===== src/rtl/ds_cic_if.sv =====
// ds_cic_if: bitstream input and decimated sample output bundle for ds_cic_demod
//   ds_din       delta-sigma bitstream (may be asynchronous)
//   smp_en       consume one bitstream bit this cycle
//   dmod_out     decimated unsigned sample
//   dmod_valid   one-cycle pulse when dmod_out updates
//   dmod_settled sticky, high once filter history is full
interface ds_cic_if #(parameter int OUT_W = 16);
  logic ds_din;
  logic smp_en;
  logic [OUT_W-1:0] dmod_out;
  logic dmod_valid;
  logic dmod_settled;
  modport master(output ds_din, smp_en, input dmod_out, dmod_valid, dmod_settled);
  modport slave(input ds_din, smp_en, output dmod_out, dmod_valid, dmod_settled);
endinterface


===== src/rtl/ds_cic_demod.sv =====
// ds_cic_demod: sinc^N CIC decimator turning a 1-bit delta-sigma stream into unsigned samples
//   clk   single clock
//   rst_n asynchronous active-low reset
//   bus   ds_cic_if slave: ds_din/smp_en in, dmod_out/dmod_valid/dmod_settled out
module ds_cic_demod #(
  parameter int CIC_ORDER = 3,
  parameter int DEC_LOG2 = 6,
  parameter int OUT_W = 16
) (
  input logic clk,
  input logic rst_n,
  ds_cic_if.slave bus
);
  localparam int ACC_W = CIC_ORDER * DEC_LOG2 + 1;
  localparam int SH = CIC_ORDER * DEC_LOG2 - OUT_W;
  // R^N: the only comb result that does not fit OUT_W after scaling
  localparam logic [ACC_W-1:0] FULL = ACC_W'(1) << (CIC_ORDER * DEC_LOG2);
  logic s1, s2, dec_tick;
  logic [DEC_LOG2-1:0] cnt;
  logic [2:0] out_cnt;
  logic [ACC_W-1:0] integ [CIC_ORDER];
  logic [ACC_W-1:0] c_n;
  always_ff @(posedge clk or negedge rst_n) begin
    if (!rst_n) begin
      s1 <= 1'b0;
      s2 <= 1'b0;
      cnt <= '0;
      dec_tick <= 1'b0;
      for (int k = 0; k < CIC_ORDER; k++) integ[k] <= '0;
    end else begin
      s1 <= bus.ds_din;
      s2 <= s1;
      dec_tick <= bus.smp_en && (&cnt);
      if (bus.smp_en) begin
        cnt <= cnt + 1'b1;
        integ[0] <= integ[0] + ACC_W'(s2);
        for (int k = 1; k < CIC_ORDER; k++) integ[k] <= integ[k] + integ[k-1];
      end
    end
  end
  genvar k;
  for (k = 0; k < CIC_ORDER; k++) begin : g_comb
    logic [ACC_W-1:0] cin, cv, dly;
    if (k == 0) begin : g_first
      assign cin = integ[CIC_ORDER-1];
    end else begin : g_next
      assign cin = g_comb[k-1].cv;
    end
    assign cv = cin - dly;
    always_ff @(posedge clk or negedge rst_n) begin
      if (!rst_n) dly <= '0;
      else if (dec_tick) dly <= cin;
    end
  end
  assign c_n = g_comb[CIC_ORDER-1].cv;
  always_ff @(posedge clk or negedge rst_n) begin
    if (!rst_n) begin
      bus.dmod_out <= '0;
      bus.dmod_valid <= 1'b0;
      bus.dmod_settled <= 1'b0;
      out_cnt <= '0;
    end else begin
      bus.dmod_valid <= dec_tick;
      if (dec_tick) begin
        bus.dmod_out <= (c_n == FULL) ? '1 : OUT_W'(c_n >> SH);
        out_cnt <= (&out_cnt) ? out_cnt : out_cnt + 3'd1;
        // out_cnt still holds the count of earlier pulses, so this pulse is the (N+1)th
        bus.dmod_settled <= bus.dmod_settled | (32'(out_cnt) >= CIC_ORDER);
      end
    end
  end
endmodule

===== src/flat_wrapper.sv =====
// flat-port wrapper written by rule: the top's interface ports become plain ports
module ds_cic_demod_flat 
#(
  parameter int CIC_ORDER = 3,
  parameter int DEC_LOG2 = 6,
  parameter int OUT_W = 16
)
  (clk, rst_n, bus_ds_din, bus_smp_en, bus_dmod_out, bus_dmod_valid, bus_dmod_settled);
  ds_cic_if #(.OUT_W(OUT_W)) bus_i ();
  input logic clk;
  input logic rst_n;
  input wire logic [$bits(bus_i.ds_din)-1:0] bus_ds_din;
  input wire logic [$bits(bus_i.smp_en)-1:0] bus_smp_en;
  output wire logic [$bits(bus_i.dmod_out)-1:0] bus_dmod_out;
  output wire logic [$bits(bus_i.dmod_valid)-1:0] bus_dmod_valid;
  output wire logic [$bits(bus_i.dmod_settled)-1:0] bus_dmod_settled;
  assign bus_i.ds_din = bus_ds_din;
  assign bus_i.smp_en = bus_smp_en;
  assign bus_dmod_out = bus_i.dmod_out;
  assign bus_dmod_valid = bus_i.dmod_valid;
  assign bus_dmod_settled = bus_i.dmod_settled;
  ds_cic_demod #(.CIC_ORDER(CIC_ORDER), .DEC_LOG2(DEC_LOG2), .OUT_W(OUT_W)) u_core (.clk(clk), .rst_n(rst_n), .bus(bus_i));
endmodule

===== config.mk =====
export PLATFORM = sky130hd
export DESIGN_NAME = ds_cic_demod_flat
export DESIGN_NICKNAME = d
export VERILOG_FILES = /design/src/rtl/ds_cic_if.sv /design/src/rtl/ds_cic_demod.sv /design/src/flat_wrapper.sv
export SDC_FILE = /design/constraint.sdc
export NUM_CORES = 1
export LEC_CHECK = 0
export BUFFER_PORTS_ARGS = -buffer_cell sky130_fd_sc_hd__clkbuf_2
export CAP_MARGIN = 20
export CORE_ASPECT_RATIO = 0.7
export CORE_UTILIZATION = 25
export CTS_CLUSTER_SIZE = 28
export DETAILED_ROUTE_END_ITERATION = 7
export SYNTH_ARGS = -nofsm -noshare
export SYNTH_HDL_FRONTEND = slang
export SYNTH_SLANG_ARGS = --single-unit

===== constraint.sdc =====
create_clock -name clk -period 10.74 [get_ports clk]
set_clock_uncertainty 0.15 [all_clocks]
set_input_delay 1.611 -clock clk [delete_from_list [all_inputs] [get_ports clk]]
set_output_delay 1.611 -clock clk [all_outputs]
set_load 0.05 [all_outputs]

### After elaboration in Yosys (flattened, before gate mapping)

Index checks and enable logic that the tools add are counted.

| word-level totals | value |
|---|---|
| flip-flop bits (word level) | 144 |
| input bits | 4 |
| logic and storage cells | 31 |

| cells by class | value |
|---|---|
| add/sub/neg operators | 8 |
| magnitude comparators | 1 |
| eq/ne operators | 1 |
| multiplexer cells | 1 |
| bitwise operators | 2 |
| reduce and logical (&&, ||, !) cells | 4 |

Operators by type and width:

| cell | count |
|---|---|
| $sub 19x19->19 | 3 |
| $add 19x19->19 | 2 |
| $add 19x1->19 | 1 |
| $eq 19x19->1 const B | 1 |
| $mux 16 | 1 |
| $add 6x1->6 const B | 1 |
| $reduce_and 6->1 | 1 |
| $add 3x1->3 const B | 1 |
| $ge 3x2->1 const B | 1 |
| $reduce_and 3->1 | 1 |
| $reduce_and 2->1 | 1 |
| $logic_and 1x1->1 | 1 |
| $not 1->1 | 1 |
| $or 1x1->1 | 1 |

### Logic depth before layout (Yosys ltp)

Gate-level depths: netlist of the first run.

| logic depth | value |
|---|---|
| depth after elaboration | 5 |
| mapped depth | 29 |
| gate-level depth less buffers | 28 |

### Worst setup path after synthesis of the first run

OpenSTA, ideal clock, no wires.

| path | value |
|---|---|
| path type | flip-flop to flip-flop |
| start point | register u_core.integ, in the netlist u_core.g_comb[0].cin[0] |
| end point | register u_core.bus.dmod_out[11] |
| arrival time | 5436 ps |
| required time | 10522 ps |
| slack | 5086 ps |
| cell stages (with the launch flop) | 27 |
| path buffers | 1 |
| period minus slack after synthesis | 5654 ps |
| cells stage by stage | dfrtp_1 inv_1 ha_1 fa_1 nor2b_4 o31a_2 o21a_1 nor2_1 xnor2_1 ha_1 a211o_1 o311ai_0 nand2_1 and2_1 nor2_1 ha_1 a21oi_1 o21ai_0 a21o_1 a31o_2 a22o_1 o21a_1 o31a_2 nor4_4 nand4_2 buf_4 nand3_2 |

| between the ends | value |
|---|---|
| cells in the longest elaborated chain, start to end | 5 |

Ends and longest elaborated chain:

| element | RTL line | RTL |
|---|---|---|
| start: declaration | ds_cic_demod.sv:21 | `logic [ACC_W-1:0] integ [CIC_ORDER];` |
| $sub 19x19->19 * | ds_cic_demod.sv:49 | `assign cv = cin - dly;` |
| named net u_core.g_comb[0].cv[6] | ds_cic_demod.sv:43 | `logic [ACC_W-1:0] cin, cv, dly;` |
| $sub 19x19->19 * | ds_cic_demod.sv:49 |  |
| named net u_core.g_comb[1].cv[9] | ds_cic_demod.sv:43 |  |
| $sub 19x19->19 * | ds_cic_demod.sv:49 |  |
| $eq 19x19->1 | ds_cic_demod.sv:65 | `bus.dmod_out <= (c_n == FULL) ? '1 : OUT_W'(c_n >> SH);` |
| $mux 16 * | ds_cic_demod.sv:65 |  |
| end signal: assignment | ds_cic_demod.sv:65 |  |
| end: declaration | ds_cic_if.sv:14 | `modport slave(input ds_din, smp_en, output dmod_out, dmod_valid, dmod_settled);` |

The timed path passes the listed nets; every way through them passes the cells marked *.
A chain may end at the register's enable or synchronous reset.

### Worst setup path after layout of the first run

| path | value |
|---|---|
| start point | register u_core.integ, in the netlist u_core.g_comb[0].cin[0] |
| end point | register u_core.bus.dmod_out[2] |

| between the ends | value |
|---|---|
| cells in the longest elaborated chain, start to end | 5 |

Ends and longest elaborated chain:

| element | RTL line |
|---|---|
| $sub 19x19->19 | ds_cic_demod.sv:49 |
| named net u_core.g_comb[0].cv[6] | ds_cic_demod.sv:43 |
| $sub 19x19->19 | ds_cic_demod.sv:49 |
| named net u_core.g_comb[1].cv[9] | ds_cic_demod.sv:43 |
| $sub 19x19->19 | ds_cic_demod.sv:49 |
| $eq 19x19->1 | ds_cic_demod.sv:65 |
| $mux 16 | ds_cic_demod.sv:65 |

The timed path passes the listed nets, and every way through them passes these cells.

==> results of run 1 <==
-- metal layers --
layer / wire length [µm] / vias up
li1: - / 3569
met1: 9880 / 3287
met2: 7610 / 69
met3: 522 / 16
met4: 212 / 0
met5: 0 / -
-- layout make-up --
type                    instances  area, µm²  share of cell area, %
well taps                     488        611                   5.61
clock inverters                 9        153                   1.40
flip-flops and latches        144       3610                   33.1
repair buffers                 25        141                   1.30
clock buffers                  23        488                   4.48
inverters                      79        297                   2.73
multi-input cells             755       5590                   51.3
-- cell usage after synthesis (3+ instances only) --
master,number
sky130_fd_sc_hd__ha_1,96
sky130_fd_sc_hd__nor2b_1,16
sky130_fd_sc_hd__o21a_1,20
sky130_fd_sc_hd__fa_1,4
sky130_fd_sc_hd__mux2_2,39
sky130_fd_sc_hd__a21boi_0,6
sky130_fd_sc_hd__o31ai_1,9
sky130_fd_sc_hd__or3_1,7
sky130_fd_sc_hd__nand3_2,10
sky130_fd_sc_hd__and3_1,10
sky130_fd_sc_hd__o21ai_0,97
sky130_fd_sc_hd__nand4_1,10
sky130_fd_sc_hd__nand3_1,23
sky130_fd_sc_hd__a21o_1,21
sky130_fd_sc_hd__nand2_1,90
sky130_fd_sc_hd__xnor2_1,68
sky130_fd_sc_hd__o31a_1,3
sky130_fd_sc_hd__and2_1,5
sky130_fd_sc_hd__o21bai_1,6
sky130_fd_sc_hd__inv_1,79
sky130_fd_sc_hd__mux2i_1,13
sky130_fd_sc_hd__clkbuf_1,21
sky130_fd_sc_hd__dfrtp_1,144
sky130_fd_sc_hd__a31oi_1,6
sky130_fd_sc_hd__a21oi_1,53
sky130_fd_sc_hd__a211oi_1,4
sky130_fd_sc_hd__nor3_1,10
sky130_fd_sc_hd__nand2b_1,14
sky130_fd_sc_hd__nor4_1,3
sky130_fd_sc_hd__a22o_1,3
sky130_fd_sc_hd__and4_1,3
sky130_fd_sc_hd__xor2_1,19
sky130_fd_sc_hd__nor2_1,48
-- flip-flops by register name, summed over array words and instances, names as in the netlist --
| name | flops |
|---|---|
| u_core.g_comb.dly | 57 |
| u_core.integ | 38 |
| u_core.g_comb.cin | 19 |
| u_core.bus.dmod_out | 16 |
| u_core.cnt | 6 |
| u_core.out_cnt | 3 |
| u_core.bus.dmod_settled | 1 |
| u_core.bus.dmod_valid | 1 |
| u_core.dec_tick | 1 |
| u_core.s1 | 1 |
| u_core.s2 | 1 |
-- worst max-delay path, stage by stage (launching register included) --
cell	delay [ns]
sky130_fd_sc_hd__dfrtp_1	0.37
sky130_fd_sc_hd__inv_1	0.06
sky130_fd_sc_hd__ha_1	0.21
sky130_fd_sc_hd__fa_1	0.45
sky130_fd_sc_hd__nor2b_4	0.14
sky130_fd_sc_hd__o31a_2	0.19
sky130_fd_sc_hd__o21a_1	0.12
sky130_fd_sc_hd__nor2_1	0.04
sky130_fd_sc_hd__xnor2_1	0.18
sky130_fd_sc_hd__ha_1	0.30
sky130_fd_sc_hd__a211o_1	0.29
sky130_fd_sc_hd__o311ai_0	0.50
sky130_fd_sc_hd__nand2_1	0.13
sky130_fd_sc_hd__and2_1	0.19
sky130_fd_sc_hd__nor2_1	0.15
sky130_fd_sc_hd__ha_1	0.31
sky130_fd_sc_hd__a21oi_1	0.15
sky130_fd_sc_hd__o21ai_0	0.13
sky130_fd_sc_hd__a21o_1	0.20
sky130_fd_sc_hd__a31o_2	0.25
sky130_fd_sc_hd__a22o_1	0.24
sky130_fd_sc_hd__o21a_1	0.21
sky130_fd_sc_hd__o31a_2	0.32
sky130_fd_sc_hd__nor4_4	0.37
sky130_fd_sc_hd__nand4_2	0.54
sky130_fd_sc_hd__o2111ai_1	0.29
-- logic make-up (layout without fill, tap and decap cells) --
kind of cell             Yosys count  after routing  share of synthesized area, %
AND/OR/NAND/NOR                  260            260                          14.0
AO/OA/AOI/OAI                    253            253                          16.4
flip-flops                       144            144                          37.6
buffers and inverters            103            136                          4.15
adder cells (fa/ha/maj)          100            100                          13.4
XOR/XNOR                          90             90                          8.52
multiplexers                      52             52                          5.94
-- path summary, 6_finish.rpt --
path / startpoint / end / slack, ns / cells after the start
hold / removal: u_core.s1$_DFF_PN0_ / u_core.s2$_DFF_PN0_ / 0.20 / 0
hold reg to reg: u_core.s1$_DFF_PN0_ / u_core.s2$_DFF_PN0_ / 0.20 / 0
max in group asynchronous: rst_n / u_core.dec_tick$_DFF_PN0_ / 8.08 / 2
setup reg to reg: u_core.g_comb[0].cin[0]$_DFFE_PN0P_ / u_core.bus.dmod_out[2]$_DFFE_PN0P_ / 4.14 / 25
min in group asynchronous: rst_n / u_core.out_cnt[1]$_DFFE_PN0P_ / 1.17 / 1
setup / recovery: u_core.g_comb[0].cin[0]$_DFFE_PN0P_ / u_core.bus.dmod_out[2]$_DFFE_PN0P_ / 4.14 / 25
-- per-stage QoR --
step           hold WS [ns]  std cells  utilization, %  setup slack (ns)  area (µm²)
2_1_floorplan         0.181       1002               -              5.09        9590
6_report              0.205       1523            29.1              4.14       10900
3_5_place_dp          0.193       1491            27.4              4.25       10200
4_1_cts               0.208       1523            29.1              4.17       10900
3_3_place_gp          0.186       1491            27.4              4.38       10200
5_1_grt               0.217       1523            29.1              3.70       10900
==> run summary, run 1 <==
In the routed layout, each cell is associated on average with a via count of 4.56. Fill cells in the final layout number 3,864. The number of optimization iterations in the first detailed-route pass is 5. Entering global routing, the biggest net connects 101 pins.

The total count of max-transition violations in the final report came to 0. The met3 routing resource usage after global routing came out at 2.41%. The share of the clock period used by the worst path came out at 61.5%.

The I/O pin total is 22. The share of layout cells above drive strength 1 is 12.0%. The effective utilization at floorplan came out at 25.6%. Post-CTS repair changed the size of 0 cells. By startpoint and endpoint, the worst setup path is classified as reg -> reg. In the layout the commonest cells are sky130_fd_sc_hd__dfrtp_1 (143), sky130_fd_sc_hd__o21ai_0 (97), sky130_fd_sc_hd__ha_1 (96), sky130_fd_sc_hd__nand2_1 (90), sky130_fd_sc_hd__inv_1 (79). The placement row count is 59. The biggest area contributor in the post-synthesis netlist is sky130_fd_sc_hd__dfrtp_1. The worst setup path is captured at a register. The global routing usage on met1 is 14.3%. The number of buffers added for setup after CTS is 0.

The longest clock path from root to sink contains 2 buffers. The hold violation total from the final report is 0. The post-route antenna net violation count is 0. The final HPWL from detailed placement is 12,900 µm. The number of port buffers came out at 21. Counting every instance in the synthesized netlist gives 1,002. From synthesis to final layout, the design area changed by 13.5%. The time the worst path needs with I/O delays and setup is 6.60 ns. The number of buffers created by CTS came out at 17.

Setup repair after global routing left no endpoint under its margin. The first-pass GRT wire length came out at 31,700 µm. The reported max-cap violation count is 0. The cell area after technology mapping came out at approximately 9600 µm². The H-tree depth reported by CTS is 4. In this run the worst path has a maximum fanout of 16. In the synthesized netlist the dominant register cell turns out to be sky130_fd_sc_hd__dfrtp_1. The y dimension of the die is 166 µm. met1 is the most crowded layer. The worst pin sits at a relative slew slack of 35.4%. The flow ran to the end, and the final reports show no timing, DRC or antenna violations. The number of global-route vias before repair came out at 6,542. The actual transition at the worst max-transition pin is 0.969 ns. The number of storage elements in the synthesis netlist came out at 144. The worst path arrival time is approximately 6.8 ns. Across every metal layer, demand over resource in global routing totals 9.77%. The per-instance average area after synthesis came out at 9.57 µm².

The number of flops mapped to enable cells by yosys came out at 0. Yosys printed 0 warnings. The cts-stage hold buffer count is 0. Summed over all layers, the global routing overflow is 0. The most common cell after layout, fill and taps aside is sky130_fd_sc_hd__dfrtp_1. The residual DRC count came out at 0. The antenna cell count is 0. The post-detailed-route wirelength per cell is 12.0 µm. The clock tree from TritonCTS is yes. The source-to-sink clock delay at the later pin of the worst-skew pair is 0.43 ns. The total detailed-routing wirelength came out at 18,200 µm. The proportion of synthesized flip-flops having asynchronous set or reset is 100%. Summing the sequential cell areas from Yosys gives 37.6% of the chip area.

The tightest min-delay check is of the reg -> reg type. Data on the critical path is required at its endpoint by 10.93 ns. The clock slew seen by the registers of the worst setup and hold paths came out at 0.06 ns.

For this block, the initial DRC count from the detailed router was 450. By area the synthesized netlist is led by sky130_fd_sc_hd__dfrtp_1 (38%), sky130_fd_sc_hd__ha_1 (13%), sky130_fd_sc_hd__xnor2_1 (6.2%). The total of endpoints with negative setup slack in the final report came out at 0. The clock root buffer is sky130_fd_sc_hd__clkbuf_16. The final estimated routing congestion in global placement came out at 0.745. The number of antenna violations at the first check in global routing is 0. The overall die area is 39,100 µm². The worst setup path is launched from a register. Summed over its instances, the top area cell type makes up 37.6% of the synthesized netlist area.

The number of nets in the synthesized netlist is 1,106. The maximum clock frequency is 151 MHz. The number of distinct library cells after synthesis came out at 65.

The met2 track demand over resource in global routing came out at 13.8%. The net count of the finished layout is 1,126. The total vias in the final route is 6,941. The area inside the core boundary came out at 37,400 µm².

The tree built by TritonCTS fans out to 144 sinks. Measured along the x axis, the die boundary spans 236 µm. In the final timing run, aggregate negative setup slack is 0 ns.
Power of run 1 is left out: the tool's default activity adds up to more than one toggle a clock period on the data nets, which glitch-free logic cannot reach.
==> run 2: changes to the inputs <==
==> constraint.sdc (replaced) <==
create_clock -name clk -period 6.5 [get_ports clk]
set_clock_uncertainty 0.15 [all_clocks]
set_input_delay 0.975 -clock clk [delete_from_list [all_inputs] [get_ports clk]]
set_output_delay 0.975 -clock clk [all_outputs]
set_load 0.05 [all_outputs]
==> run summary, run 2 (synthesis results as in run 1) <==
Entering global routing, the biggest net connects 90 pins. The I/O pin total came out at 22. The clock reaches the later pin of the worst-skew pair after 0.43 ns. The clock slew seen by the registers of the worst setup and hold paths is 0.06 ns. The register with the most flip-flops in the layout has 57 of them. The antenna cell count is 0. STA classifies the critical path endpoint as a register. For this run, the detailed router's first-pass iteration total came to 4.

The total count of max-transition violations in the final report is 0. The post-detailed-route wirelength per cell came out at 11.9 µm. The total vias in the final route came out at between 6,000 and 7,000. The effective utilization at floorplan came out at 25.6%. In this design, the critical path's most frequently occurring cell is sky130_fd_sc_hd__ha_1. Across every metal layer, demand over resource in global routing totals under 10%.

The maximum clock frequency came out at 165 MHz. The die is between 200 and 250 µm wide. The startpoint type of the worst setup path is a register. The maximum fanout encountered on the critical timing path came out at 16. The share of the clock period used by the worst path is 93.3%. In this run the clock root is driven by a sky130_fd_sc_hd__clkbuf_16. The first-pass GRT wire length came out at 32,400 µm. The number of DRC markers in iteration 0 came out at between 200 and 300. The residual DRC count came out at 0. The placement row count is 59. The worst path arrival time came out at 6.25 ns. The total of endpoints with negative setup slack in the final report is 0. TritonCTS built the clock tree.

The H-tree depth reported by CTS is 4. The die is 166 µm tall. The layout net count is 1,128.

The final estimated routing congestion in global placement came out at a little under 0.8. The time the worst path needs with I/O delays and setup is 6.07 ns. The reported max-cap violation count is 0. The overall die area is 39,100 µm². The number of antenna violations at the first check in global routing is 0. For this block, the routed nets add up to 18,100 µm of wire. The end-of-flow core utilization came out at 29.2%. The master of the slowest instance on the critical path is sky130_fd_sc_hd__dfrtp_1. The worst setup path is of the reg -> reg kind. Input and output buffers added on the ports amount to 21. For the pin with the worst max-slew slack, the measured transition is between 0.8 and 0.9 ns.

The post-route antenna net violation count is 0. The number of buffers created by CTS came out at 17. In the final timing run, aggregate negative setup slack is 0 ns. The max-slew headroom at the worst pin is 44.0%. Setup repair after global routing left no endpoint under its margin. Of the cells placed in the final design, the portion with a size suffix greater than 1 is 12.4%.

The remaining global-route overflow is 0. The data required time at the worst endpoint is 6.68 ns. The most common cell after layout, fill and taps aside is sky130_fd_sc_hd__dfrtp_1. Counting along the longest clock path gives a buffer depth of 2. The floorplan step defined a core boundary enclosing 37,400 µm². The number of global-route vias before repair came out at 6,851.

The worst hold margin came out at between 0.2 and 0.25 ns. The placement-stage worst setup slack is 0.249 ns. The worst hold-check path type is reg -> reg. The top cell types in the final layout, fill and taps aside, are sky130_fd_sc_hd__dfrtp_1 (143), sky130_fd_sc_hd__o21ai_0 (97), sky130_fd_sc_hd__ha_1 (96), sky130_fd_sc_hd__nand2_1 (90), sky130_fd_sc_hd__inv_1 (79).

The fill cell total of the finished layout came out at 3,852. The hold violation total from the final report is 0. The worst path setup slack after routing came out at 0.432 ns.

The run finished with clean final reports. The largest register by flop count is u_core.g_comb.dly. The number of sinks on the clock net came out at 144.

The cts-stage hold buffer count came out at 0. Relative to the synthesized area, the layout overhead comes to 13.8%. The final HPWL from detailed placement came out at 12,800 µm.

The maximum cell stage delay along the critical path is 0.39 ns. After detailed routing, the number of vias per cell comes to around 4.6.
## run 2: final timing paths
| check | start | end | slack, ns | cells after the start |
|---|---|---|---|---|
| setup / recovery | u_core.g_comb[0].cin[0]$_DFFE_PN0P_ | u_core.bus.dmod_out[2]$_DFFE_PN0P_ | 0.43 | 26 |
| hold / removal | u_core.s1$_DFF_PN0_ | u_core.s2$_DFF_PN0_ | 0.20 | 0 |
| setup reg to reg | u_core.g_comb[0].cin[0]$_DFFE_PN0P_ | u_core.bus.dmod_out[2]$_DFFE_PN0P_ | 0.43 | 26 |
| hold reg to reg | u_core.s1$_DFF_PN0_ | u_core.s2$_DFF_PN0_ | 0.20 | 0 |
| max in group asynchronous | rst_n | u_core.g_comb[1].dly[2]$_DFFE_PN0P_ | 4.48 | 2 |
| min in group asynchronous | rst_n | u_core.g_comb[0].dly[16]$_DFFE_PN0P_ | 0.46 | 1 |
## run 2: timing repair
| action | in CTS | in global routing |
|---|---|---|
| gates resized for setup | 0 | 4 |
| endpoints found under the setup margin | 0 | 16 |
| setup buffers | 0 | 1 |
| hold endpoints to repair | 0 | 0 |
## run 2: cell type report
class                           instances  area, µm²  share of cell area, %
Clock buffer                           21        470                   4.31
Clock inverter                         11        160                   1.47
Inverter                               79        297                   2.72
Multi-Input combinational cell        755       5600                   51.3
Sequential cell                       144       3610                   33.1
Tap cell                              488        611                   5.60
Timing Repair Buffer                   27        169                   1.55
## run 2: critical path: cells and delay by family, from the launching register on
kind	cells	cell delay (ns)
AOI/OAI and AO/OA	12	2.76
buffers and inverters	2	0.30
DFF	1	0.39
and+or+nand+nor	7	1.14
adders and majority gates	4	1.07
xor gates and xnor gates	1	0.16
## run 2: per-layer routing
| layer | vias to the layer above | wire (µm) | track usage (%) |
|---|---|---|---|
| met4 | 0 | 213 | 2.98 |
| met3 | 18 | 626 | 2.48 |
| met5 | - | 0 | 0 |
| met1 | 3333 | 9680 | 14.0 |
| met2 | 60 | 7600 | 14.5 |
| li1 | 3577 | - | - |
## run 2: metrics by stage
stage / cells / area, µm²
2_1_floorplan: 1002 / 9590
5_1_grt: 1525 / 10900
3_3_place_gp: 1492 / 10200
6_report: 1525 / 10900
3_5_place_dp: 1492 / 10200
4_1_cts: 1524 / 10900
Power of run 2 is left out for the same reason.
==> run 3: changes to the inputs <==
--- a/config.mk
+++ b/config.mk
@@ -6,9 +6,9 @@
 export NUM_CORES = 1
 export LEC_CHECK = 0
 export BUFFER_PORTS_ARGS = -buffer_cell sky130_fd_sc_hd__clkbuf_2
-export CAP_MARGIN = 20
+export CAP_MARGIN = 10
 export CORE_ASPECT_RATIO = 0.7
-export CORE_UTILIZATION = 25
+export CORE_UTILIZATION = 30
 export CTS_CLUSTER_SIZE = 28
 export DETAILED_ROUTE_END_ITERATION = 7
 export SYNTH_ARGS = -nofsm -noshare
==> run summary, run 3 (synthesis results as in run 1) <==
The number of global-route vias before repair was 6,664. The number of antenna violations at the first check in global routing is 0. After floorplanning, the core was divided into 54 placement rows. The number of DRC markers in iteration 0 came out at 479. Leaving out fill and tap cells, the most frequent cell in the layout is sky130_fd_sc_hd__dfrtp_1. The final estimated routing congestion in global placement came out at 0.771.

The source-to-sink clock delay at the later pin of the worst-skew pair is around 0.42 ns. The tree is rooted in a sky130_fd_sc_hd__clkbuf_16. The via density per instance came out at roughly 4.7. At the pin with the least slew margin, the transition time is 0.907 ns.

TritonCTS built the clock tree. From bottom edge to top edge, the die measures 152 µm. After the last flow step, the layout net total stands at 1,128. Port buffering added 21 buffers.

From synthesis to final layout, the design area changed by 12.7%. The count of buffer and inverter cells on the critical path is 2. The first-pass GRT wire length came out at 31,800 µm. Summed over all nets, the half-perimeter wirelength after detailed placement is 12,800 µm.

The total detailed-routing wirelength is 18,000 µm. The number of instances in the placed design is 1,424. The cell that appears most often on the critical path is sky130_fd_sc_hd__ha_1.

In this run the top signal layer used is met4. The die boundary width came out at 216 µm. The data required time at the worst endpoint came out at 6.68 ns. In the layout the commonest cells are sky130_fd_sc_hd__dfrtp_1 (143), sky130_fd_sc_hd__o21ai_0 (96), sky130_fd_sc_hd__ha_1 (96), sky130_fd_sc_hd__nand2_1 (90), sky130_fd_sc_hd__inv_1 (79).

Setup repair after global routing left no endpoint under its margin. The master of the slowest instance on the critical path is sky130_fd_sc_hd__dfrtp_1. The overall die area came out at 32,700 µm². Detailed routing inserted a total of 6,880 vias.

The number of optimization iterations in the first detailed-route pass is 4. The total routing resource utilization after global routing came out at about an eighth. The detailed-routed wire length on met2 came out at 7340 µm. The aggregate negative setup slack is 0 ns. The fill cell total of the finished layout came out at 3,134. The maximum number of pins on one net before global-route repair came out at 95. After detailed routing, the average wire length per cell comes to around 12 µm. The H-tree depth reported by CTS came out at 4. The max-slew headroom at the worst pin is 39.6%. The maximum fanout encountered on the critical timing path is 16. The clock slew seen by the registers of the worst setup and hold paths is 0.06 ns.

The startpoint-to-endpoint class of the critical path is reg -> reg. The count of cells in the finished layout, fillers not included, comes to 1,457. The number of buffers created by CTS came out at 17.

The maximum clock frequency is 167 MHz. Wire segments on met3 add up to 460 µm in the final route. After global routing the overflow that remains totals 0.

The flip-flop count of the largest register after layout came out at 57. The worst path arrival time came out at 6.16 ns. The reported max-cap violation count is 0. The area inside the core boundary is 31,300 µm². On the critical path the largest part of the delay comes from compound AO/OA/AOI/OAI gates.

The path class of the tightest hold or removal check is reg -> reg. The antenna cell count is 0. The end of the worst register-to-register path is u_core.bus.dmod_out[2]$_DFFE_PN0P_. The endpoint kind of the worst setup timing path is a register. The I/O pin total came out at 22. The residual DRC count came out at 0. The share of layout cells above drive strength 1 is 12.6%. The worst setup path is launched from a register. The beginning of the worst hold path is u_core.s1$_DFF_PN0_.

The time the worst path needs with I/O delays and setup came out at 5.98 ns. The worst min-delay path endpoint is u_core.s2$_DFF_PN0_. The total of endpoints with negative setup slack in the final report is 0. The number of sinks on the clock net is ~140. After detailed routing, the wire length on met1 is 10,100 µm. For this configuration, the core starts out at a cell density of 30.6%. The hold violation total from the final report is 0. Of the available clock period, the critical path in the final layout requires 92.0%. The flow ran to the end, and the final reports show no timing, DRC or antenna violations.

The total count of max-transition violations in the final report is 0. The count of cells along the worst hold path came out at 0. The worst register-to-register path begins at u_core.g_comb[0].cin[0]$_DFFE_PN0P_. Once detail routing completed, the nets flagged for antenna violations numbered 0.

The largest single stage delay on the critical path is 0.40 ns. The maximum count of clock buffers along a single path is 2. The minimum setup slack among reg-to-reg paths came out at 0.52 ns. The register with the most flip-flops in the final layout is u_core.g_comb.dly.

The number of cells traversed by the worst register-to-register path is 27.
-- run 3: changes by cell type in the layout (fill, tap and decap cells not counted), sizes merged --
cell	delta
inv	+2
bufinv	-2
clkbuf	-1
clkinvlp	+1
-- run 3: layout make-up --
cell class / instances / area (µm²) / area share [%]
clock buffers: 20 / 457 / 4.23
clock inverters: 12 / 133 / 1.23
inverters: 79 / 297 / 2.74
multi-input cells: 755 / 5620 / 52.0
flip-flops and latches: 144 / 3610 / 33.4
well taps: 420 / 526 / 4.86
repair buffers: 27 / 169 / 1.56
-- run 3: through the flow --
stage,hold WS (ns),setup slack [ns],utilization (%),cell area (µm²)
2_1_floorplan,0.181,0.846,-,9590
3_3_place_gp,0.189,0.408,32.5,10200
3_5_place_dp,0.191,0.210,32.5,10200
4_1_cts,0.205,0.127,34.4,10800
5_1_grt,0.217,0.0123,34.5,10800
6_report,0.201,0.521,34.5,10800
-- run 3: worst max-delay path by stage --
stage | cells past startpoint | slack, ns | endpoint | start
floorplan | 26 | 0.85 | u_core.bus.dmod_out[11]$_DFFE_PN0P_ | u_core.g_comb[0].cin[0]$_DFFE_PN0P_
global placement | 25 | 0.41 | u_core.bus.dmod_out[2]$_DFFE_PN0P_ | u_core.g_comb[0].cin[0]$_DFFE_PN0P_
detailed placement | 25 | 0.21 | u_core.bus.dmod_out[2]$_DFFE_PN0P_ | u_core.g_comb[0].cin[0]$_DFFE_PN0P_
CTS | 25 | 0.13 | u_core.bus.dmod_out[2]$_DFFE_PN0P_ | u_core.g_comb[0].cin[0]$_DFFE_PN0P_
global route | 27 | 0.01 | u_core.bus.dmod_out[2]$_DFFE_PN0P_ | u_core.g_comb[0].cin[0]$_DFFE_PN0P_
finish | 27 | 0.52 | u_core.bus.dmod_out[2]$_DFFE_PN0P_ | u_core.g_comb[0].cin[0]$_DFFE_PN0P_
-- run 3: what timing repair did --
action	4_1_cts	5_1_grt
hold endpoints to repair	0	0
resized for setup	0	8
endpoints found under the setup margin	0	16
hold buffers	0	0
buffers inserted	0	1
-- run 3: per-layer routing --
metal | up-vias | global-route usage (%)
met4 | 0 | 3.12
met1 | 3257 | 17.3
met3 | 8 | 2.83
li1 | 3566 | -
met5 | - | 0
met2 | 49 | 17.2
Power of run 3 is left out for the same reason.
